`src/rtl/fp_res_stage_40_if.sv`:
```
`default_nettype none
// ============================================================================
// Module   : fp_res_stage_40_if
// Purpose  : Bundles the upstream and downstream handshake/data signals of the
//            fp_res_stage_40 result stage.
// Modports : slave  - the result stage itself
//            master - the environment (upstream producer + downstream consumer)
// Signals  : in_valid_40/in_ready_40, in_x_40, in_y_40, in_res_40 (upstream)
//            out_valid_40/out_ready_40, out_res_40, out_flags_40, out_cnt_40
// Revision : 1.0 - initial release
// ============================================================================
interface fp_res_stage_40_if #(
    parameter int CNT_W_40 = 16
);
    logic                in_valid_40;
    logic                in_ready_40;
    logic [31:0]         in_x_40;
    logic [31:0]         in_y_40;
    logic [31:0]         in_res_40;
    logic                out_valid_40;
    logic                out_ready_40;
    logic [31:0]         out_res_40;
    logic [3:0]          out_flags_40;
    logic [CNT_W_40-1:0] out_cnt_40;

    modport slave (
        input  in_valid_40, in_x_40, in_y_40, in_res_40, out_ready_40,
        output in_ready_40, out_valid_40, out_res_40, out_flags_40, out_cnt_40
    );

    modport master (
        output in_valid_40, in_x_40, in_y_40, in_res_40, out_ready_40,
        input  in_ready_40, out_valid_40, out_res_40, out_flags_40, out_cnt_40
    );
endinterface
`default_nettype wire

```
`src/rtl/fp_res_stage_40.sv`:
```
`default_nettype none
// ============================================================================
// Module   : fp_res_stage_40
// Purpose  : Result stage for a 32-bit IEEE 754 add/sub datapath. Applies
//            NaN/Inf/overflow/cancellation/underflow fixups to the raw adder
//            result and queues {flags,result} in a small FIFO behind a
//            valid/ready handshake.
// Ports    : clk_40 - clock, rising edge
//            rst_40 - asynchronous reset, active low
//            bus    - fp_res_stage_40_if.slave (operands, raw result, output
//                     result, flags {invalid,overflow,underflow,zero}, count)
// Revision : 1.0 - initial release
// ============================================================================
module fp_res_stage_40 #(
    parameter int          DEPTH_40 = 2,
    parameter int          CNT_W_40 = 16,
    parameter logic [31:0] QNAN_40  = 32'h7FC00000
) (
    input  wire logic          clk_40,
    input  wire logic          rst_40,
    fp_res_stage_40_if.slave   bus
);
    localparam int             PTR_W   = $clog2(DEPTH_40);
    localparam logic [PTR_W:0] C_DEPTH = (PTR_W+1)'(DEPTH_40);

    // ------------------------------------------------------------------
    // Operand classification
    // ------------------------------------------------------------------
    logic w_x_expff, w_y_expff, w_x_nan, w_y_nan, w_x_inf, w_y_inf;
    logic w_mag_eq, w_mag_zero, w_sgn_diff;

    assign w_x_expff  = (bus.in_x_40[30:23] == 8'hFF);
    assign w_y_expff  = (bus.in_y_40[30:23] == 8'hFF);
    assign w_x_nan    = w_x_expff && (bus.in_x_40[22:0] != 23'd0);
    assign w_y_nan    = w_y_expff && (bus.in_y_40[22:0] != 23'd0);
    assign w_x_inf    = w_x_expff && (bus.in_x_40[22:0] == 23'd0);
    assign w_y_inf    = w_y_expff && (bus.in_y_40[22:0] == 23'd0);
    assign w_mag_eq   = (bus.in_x_40[30:0] == bus.in_y_40[30:0]);
    assign w_mag_zero = (bus.in_x_40[30:0] == 31'd0);
    assign w_sgn_diff = bus.in_x_40[31] ^ bus.in_y_40[31];

    // ------------------------------------------------------------------
    // Fixup, evaluated in priority order
    // ------------------------------------------------------------------
    logic [31:0] w_res;
    logic [3:0]  w_flags;

    always_comb begin
        w_res   = bus.in_res_40;
        w_flags = 4'b0000;
        if (w_x_nan || w_y_nan) begin
            w_res   = QNAN_40;
            w_flags = 4'b1000;
        end else if (w_x_inf && w_y_inf && w_sgn_diff) begin
            w_res   = QNAN_40;
            w_flags = 4'b1000;
        end else if (w_x_inf) begin
            w_res   = bus.in_x_40;
        end else if (w_y_inf) begin
            w_res   = bus.in_y_40;
        end else if (w_mag_eq && w_mag_zero) begin
            // +0 + -0 rounds to +0; like-signed zeros keep their sign
            w_res   = w_sgn_diff ? 32'h0000_0000 : {bus.in_x_40[31], 31'd0};
            w_flags = 4'b0001;
        end else if (w_mag_eq && w_sgn_diff) begin
            w_res   = 32'h0000_0000;
            w_flags = 4'b0001;
        end else if (bus.in_res_40[30:23] == 8'hFF) begin
            w_res   = {bus.in_res_40[31], 8'hFF, 23'd0};
            w_flags = 4'b0100;
        end else if (bus.in_res_40[30:23] == 8'h00) begin
            // Denormals are flushed; a true zero also lands here
            w_res   = {bus.in_res_40[31], 31'd0};
            w_flags = 4'b0011;
        end
    end

    // ------------------------------------------------------------------
    // FIFO
    // ------------------------------------------------------------------
    logic [35:0]         r_mem [DEPTH_40];
    logic [PTR_W-1:0]    r_wr_ptr;
    logic [PTR_W-1:0]    r_rd_ptr;
    logic [PTR_W:0]      r_count;
    logic [CNT_W_40-1:0] r_cnt;
    logic                w_push;
    logic                w_pop;
    logic                w_valid;

    assign w_valid         = (r_count != '0);
    // Ready depends only on stored occupancy, never on out_ready_40
    assign bus.in_ready_40 = (r_count < C_DEPTH);
    assign w_push          = bus.in_valid_40 && bus.in_ready_40;
    assign w_pop           = w_valid && bus.out_ready_40;

    // Storage is not reset; occupancy alone decides what is visible
    always_ff @(posedge clk_40) begin
        if (w_push) begin
            r_mem[r_wr_ptr] <= {w_flags, w_res};
        end
    end

    always_ff @(posedge clk_40 or negedge rst_40) begin
        if (!rst_40) begin
            r_wr_ptr <= '0;
            r_rd_ptr <= '0;
            r_count  <= '0;
            r_cnt    <= '0;
        end else begin
            if (w_push) begin
                r_wr_ptr <= r_wr_ptr + PTR_W'(1);
            end
            if (w_pop) begin
                r_rd_ptr <= r_rd_ptr + PTR_W'(1);
                r_cnt    <= r_cnt + CNT_W_40'(1);
            end
            case ({w_push, w_pop})
                2'b10:   r_count <= r_count + (PTR_W+1)'(1);
                2'b01:   r_count <= r_count - (PTR_W+1)'(1);
                default: r_count <= r_count;
            endcase
        end
    end

    assign bus.out_valid_40 = w_valid;
    assign bus.out_res_40   = w_valid ? r_mem[r_rd_ptr][31:0]  : 32'd0;
    assign bus.out_flags_40 = w_valid ? r_mem[r_rd_ptr][35:32] : 4'd0;
    assign bus.out_cnt_40   = r_cnt;

endmodule
`default_nettype wire

```
`src/flat_wrapper.sv`:
```
// flat-port wrapper written by rule: the top's interface ports become plain ports
module fp_res_stage_40_flat 
#(
    parameter int          DEPTH_40 = 2,
    parameter int          CNT_W_40 = 16,
    parameter logic [31:0] QNAN_40  = 32'h7FC00000
)
  (clk_40, rst_40, bus_in_valid_40, bus_in_x_40, bus_in_y_40, bus_in_res_40, bus_out_ready_40, bus_in_ready_40, bus_out_valid_40, bus_out_res_40, bus_out_flags_40, bus_out_cnt_40);
  fp_res_stage_40_if #(.CNT_W_40(CNT_W_40)) bus_i ();
  input  wire logic clk_40;
  input  wire logic rst_40;
  input wire logic [$bits(bus_i.in_valid_40)-1:0] bus_in_valid_40;
  input wire logic [$bits(bus_i.in_x_40)-1:0] bus_in_x_40;
  input wire logic [$bits(bus_i.in_y_40)-1:0] bus_in_y_40;
  input wire logic [$bits(bus_i.in_res_40)-1:0] bus_in_res_40;
  input wire logic [$bits(bus_i.out_ready_40)-1:0] bus_out_ready_40;
  output wire logic [$bits(bus_i.in_ready_40)-1:0] bus_in_ready_40;
  output wire logic [$bits(bus_i.out_valid_40)-1:0] bus_out_valid_40;
  output wire logic [$bits(bus_i.out_res_40)-1:0] bus_out_res_40;
  output wire logic [$bits(bus_i.out_flags_40)-1:0] bus_out_flags_40;
  output wire logic [$bits(bus_i.out_cnt_40)-1:0] bus_out_cnt_40;
  assign bus_i.in_valid_40 = bus_in_valid_40;
  assign bus_i.in_x_40 = bus_in_x_40;
  assign bus_i.in_y_40 = bus_in_y_40;
  assign bus_i.in_res_40 = bus_in_res_40;
  assign bus_i.out_ready_40 = bus_out_ready_40;
  assign bus_in_ready_40 = bus_i.in_ready_40;
  assign bus_out_valid_40 = bus_i.out_valid_40;
  assign bus_out_res_40 = bus_i.out_res_40;
  assign bus_out_flags_40 = bus_i.out_flags_40;
  assign bus_out_cnt_40 = bus_i.out_cnt_40;
  fp_res_stage_40 #(.DEPTH_40(DEPTH_40), .CNT_W_40(CNT_W_40), .QNAN_40(QNAN_40)) u_core (.clk_40(clk_40), .rst_40(rst_40), .bus(bus_i));
endmodule
```
`config.mk`:
```
export PLATFORM = sky130hd
export DESIGN_NAME = fp_res_stage_40_flat
export DESIGN_NICKNAME = d
export VERILOG_FILES = /design/src/rtl/fp_res_stage_40_if.sv /design/src/rtl/fp_res_stage_40.sv /design/src/flat_wrapper.sv
export SDC_FILE = /design/constraint.sdc
export NUM_CORES = 1
export LEC_CHECK = 0
export CORE_MARGIN = 10
export CORE_UTILIZATION = 45
export CTS_BUF_LIST = sky130_fd_sc_hd__clkbuf_8
export DETAILED_ROUTE_END_ITERATION = 6
export GPL_ROUTABILITY_DRIVEN = 0
export PLACE_DENSITY = 0.87
export SYNTH_ARGS = -nofsm -noshare
export SYNTH_HDL_FRONTEND = slang
export SYNTH_SLANG_ARGS = --single-unit
export TNS_END_PERCENT = 1
```
`constraint.sdc`:
```
create_clock -name clk_40 -period 5 [get_ports clk_40]
set_input_delay 0.5 -clock clk_40 [delete_from_list [all_inputs] [get_ports clk_40]]
set_output_delay 0.5 -clock clk_40 [all_outputs]
set_load 0.03 [all_outputs]
```
==> run metrics <==
status finished, final reports clean; fillcell total 768; RSZ-0062 raised after global routing no; WL final approximately 12000 um; Int Power 1840 uW; FF+latch count, synth a little over 90; post-synth net total 466; mux contribution to synthesized area 0.0822; sequential-to-total area share from yosys stat 0.589; switch share 0.390; Rel. slew slack 0.266; fmax ~320 MHz; Clk pwr share 0.154; fin worst setup slack roughly 1.9 ns; syn_area_per_cell 12.4 um2; chip width 120 um; Hold Vio Cnt, Final 0; critical path startpoint category flip-flop; fin. max-slew vios 0; DRC viols 0; routed length per instance roughly 18 um; largest area contributor in the netlist edfxtp_1; Avg Vias per Cell about 5.2; antenna violations before repair 0; CTS H-tree lvls 3; Sequential Power Share 0.379; Clock Latency Late Sink approximately 0.34 ns; Reg clk slew, reported paths 0.08 ns; layout cells sized above 1 0.0864; post-CTS sizing 0; Final #Nets 619; Final Setup Violations 0; Setup TNS 0 ns; class of the most critical setup path flip-flop to output port; row count 36; hold buffer count at cts 0; cell area after synthesis 0.00452 mm2; vias post-DR roughly 3.4k; post-DP HPWL approximately 9500 um; PortBufs ~150; period utilisation layout 0.627; Max-Cap Viols 0; Critical Path RT roughly 4.5 ns; Sink Count 92; vias in the first global route 3820; post-synthesis compound-gate area fraction 0.0161; pin count of the biggest net entering global routing 38; Starting Density 0.462; crit end category output port; Synthesis Warnings 0; VDD IR max ~0.00027 V; CTS tree yes; initial detailed-routing violation count 202; Die ar. approximately 0.014 mm2; area grow syn2layout 40.6%; Longest Clk Path Bufs 2; Net Sw Power 1170 uW; ranking of synthesized cells by area edfxtp_1, dfrtp_1, xnor2_1; post-synthesis adder-cell area fraction 0.00831; Post-Synth Simple-Gate Area 0.189; Die Y 120 um; Netlist cell types 37; worst slew pin tran roughly 1.1 ns; final antenna-violating net count 0; I/O pin total approximately 150; P per Cell Area 473 mW/mm2; Syn Inst Count between 300 and 400; clock skew 0.0106 ns; Multi-input gate area around 0.0018 mm2; ant diodes 0; global-route wire length before repair about 19000 um; Total GRT Usage 0.159; clock root buffer clkbuf_8; min Tclk post-route 3.13 ns; share of the synthesized area in the top cell type 0.478; XOR/XNOR Fraction of Synth Area 0.0988; total gr overflow 0; crit path max fanout 26; DRT Pass-1 Iters 4; Worst Path Arrival about 2.6 ns; post-CTS setup buffer count 0; Static Leak 0.00237 uW; sequential cell area between 0.002 and 0.003 mm2; area of the core 0.00977 mm2; Hold Path Class flip-flop to flip-flop; TritonCTS Buffers 9; largest family of logic cells by synthesized area simple AND/OR/NAND/NOR gates; Placement Setup Slack 2.02 ns; power share of the combinational group 0.467
[kinds of logic (layout without fill, tap and decap cells)]
group	after synthesis	in the layout
AOI/OAI and AO/OA	10	10
DFF	92	92
and+or+nand+nor	155	155
adders and majority gates	3	3
xor gates and xnor gates	51	51
buffers and inverters	15	173
muxes	37	37
[final timing paths]
kind                                             end  depth (start not counted)                       from  slack [ns]
max in group asynchronous            u_core.r_rd_ptr                          1                     rst_40        3.73
setup / recovery                   bus_out_res_40[7]                          4          u_core.r_count[0]        1.87
hold reg to reg            u_core.bus.out_cnt_40[15]                          1  u_core.bus.out_cnt_40[15]        0.49
hold / removal             u_core.bus.out_cnt_40[15]                          1  u_core.bus.out_cnt_40[15]        0.49
setup reg to reg                  u_core.r_mem[0][1]                          3          u_core.r_count[1]        3.10
min in group asynchronous   u_core.bus.out_cnt_40[7]                          1                     rst_40        0.66
[power by group through the flow]
stage	Clock, uW	Combinational, uW	Sequential [uW]
after floorplan	0	835	1110
after global placement	0	1390	1150
after detailed placement	0	1420	1160
after CTS	470	1430	1140
after global routing	502	1490	1160
final	462	1410	1140
[worst max-delay path, stage by stage (launching register included)]
cell             delay, ns
dfrtp_1               0.44
nor2_2                0.83
buf_4                 0.33
nor2_1                0.08
clkdlybuf4s50_1       0.62
[sequential cells by signal (all words and copies together) (netlist names)]
| register | flops |
|---|---|
| u_core.bus.out_cnt_40 | 16 |
| u_core.r_mem | 72 |
| u_core.r_wr_ptr | 1 |
| u_core.r_count | 2 |
| u_core.r_rd_ptr | 1 |
[placed cells by master (no fill, tap or decap), drive strengths merged, types with 2 or more instances in the layout]
| master | count |
|---|---|
| edfxtp | 72 |
| nor3b | 2 |
| and3 | 4 |
| clkinvlp | 2 |
| nand3 | 6 |
| nor2 | 44 |
| nand2 | 29 |
| clkbuf | 9 |
| and2 | 24 |
| inv | 5 |
| o21ai | 2 |
| dfrtp | 20 |
| xor2 | 5 |
| and2b | 2 |
| ha | 3 |
| mux2i | 36 |
| clkinv | 2 |
| nor4 | 16 |
| a21oi | 2 |
| nor3 | 6 |
| nand4 | 19 |
| clkdlybuf4s50 | 153 |
| xnor2 | 46 |
| or2 | 2 |
[synthesized netlist by cell type]
| cell type | n |
|---|---|
| a211o_1 | 1 |
| a211oi_1 | 1 |
| a21oi_1 | 2 |
| a31oi_1 | 1 |
| a41o_1 | 1 |
| and2_0 | 1 |
| and2_1 | 3 |
| and2_4 | 20 |
| and2b_1 | 2 |
| and3_1 | 3 |
| and3_4 | 1 |
| and4_1 | 1 |
| buf_2 | 4 |
| buf_6 | 2 |
| clkbuf_1 | 6 |
| dfrtp_1 | 20 |
| edfxtp_1 | 72 |
| ha_1 | 3 |
| inv_1 | 3 |
| mux2_2 | 1 |
| mux2i_1 | 36 |
| nand2_1 | 29 |
| nand3_1 | 6 |
| nand4_1 | 19 |
| nor2_1 | 44 |
| nor3_1 | 5 |
| nor3_2 | 1 |
| nor3b_1 | 2 |
| nor4_1 | 14 |
| nor4_2 | 2 |
| o211ai_2 | 1 |
| o21a_1 | 1 |
| o21ai_0 | 1 |
| o21ai_1 | 1 |
| or2_1 | 2 |
| xnor2_1 | 46 |
| xor2_1 | 5 |
[metrics by stage]
stage	cell area (um2)	util	total power [uW]	hold slack (ns)	std cells
5_1_grt	6360	0.650	3150	0.528	654
6_report	6360	0.650	3010	0.494	654
3_3_place_gp	6170	0.631	2540	0.461	638
4_1_cts	6360	0.650	3040	0.501	654
3_5_place_dp	6170	0.631	2590	0.490	638
2_1_floorplan	4520	-	1940	0.204	363
[per-layer routing]
layer	vias to the layer above	share of wire	GRT usage
li1	1614	-	-
met1	1588	0.37	0.155
met2	168	0.50	0.287
met3	38	0.097	0.0665
met4	0	0.039	0.0762
met5	-	0	0
[cell type report]
type | count | area share
flip-flops and latches | 92 | 0.419
multi-input cells | 256 | 0.282
repair buffers | 154 | 0.242
well taps | 133 | 0.0262
clock buffers | 9 | 0.0195
clock inverters | 7 | 0.00945
inverters | 3 | 0.00177
No activity file was read; power rests on OpenSTA's default activity.
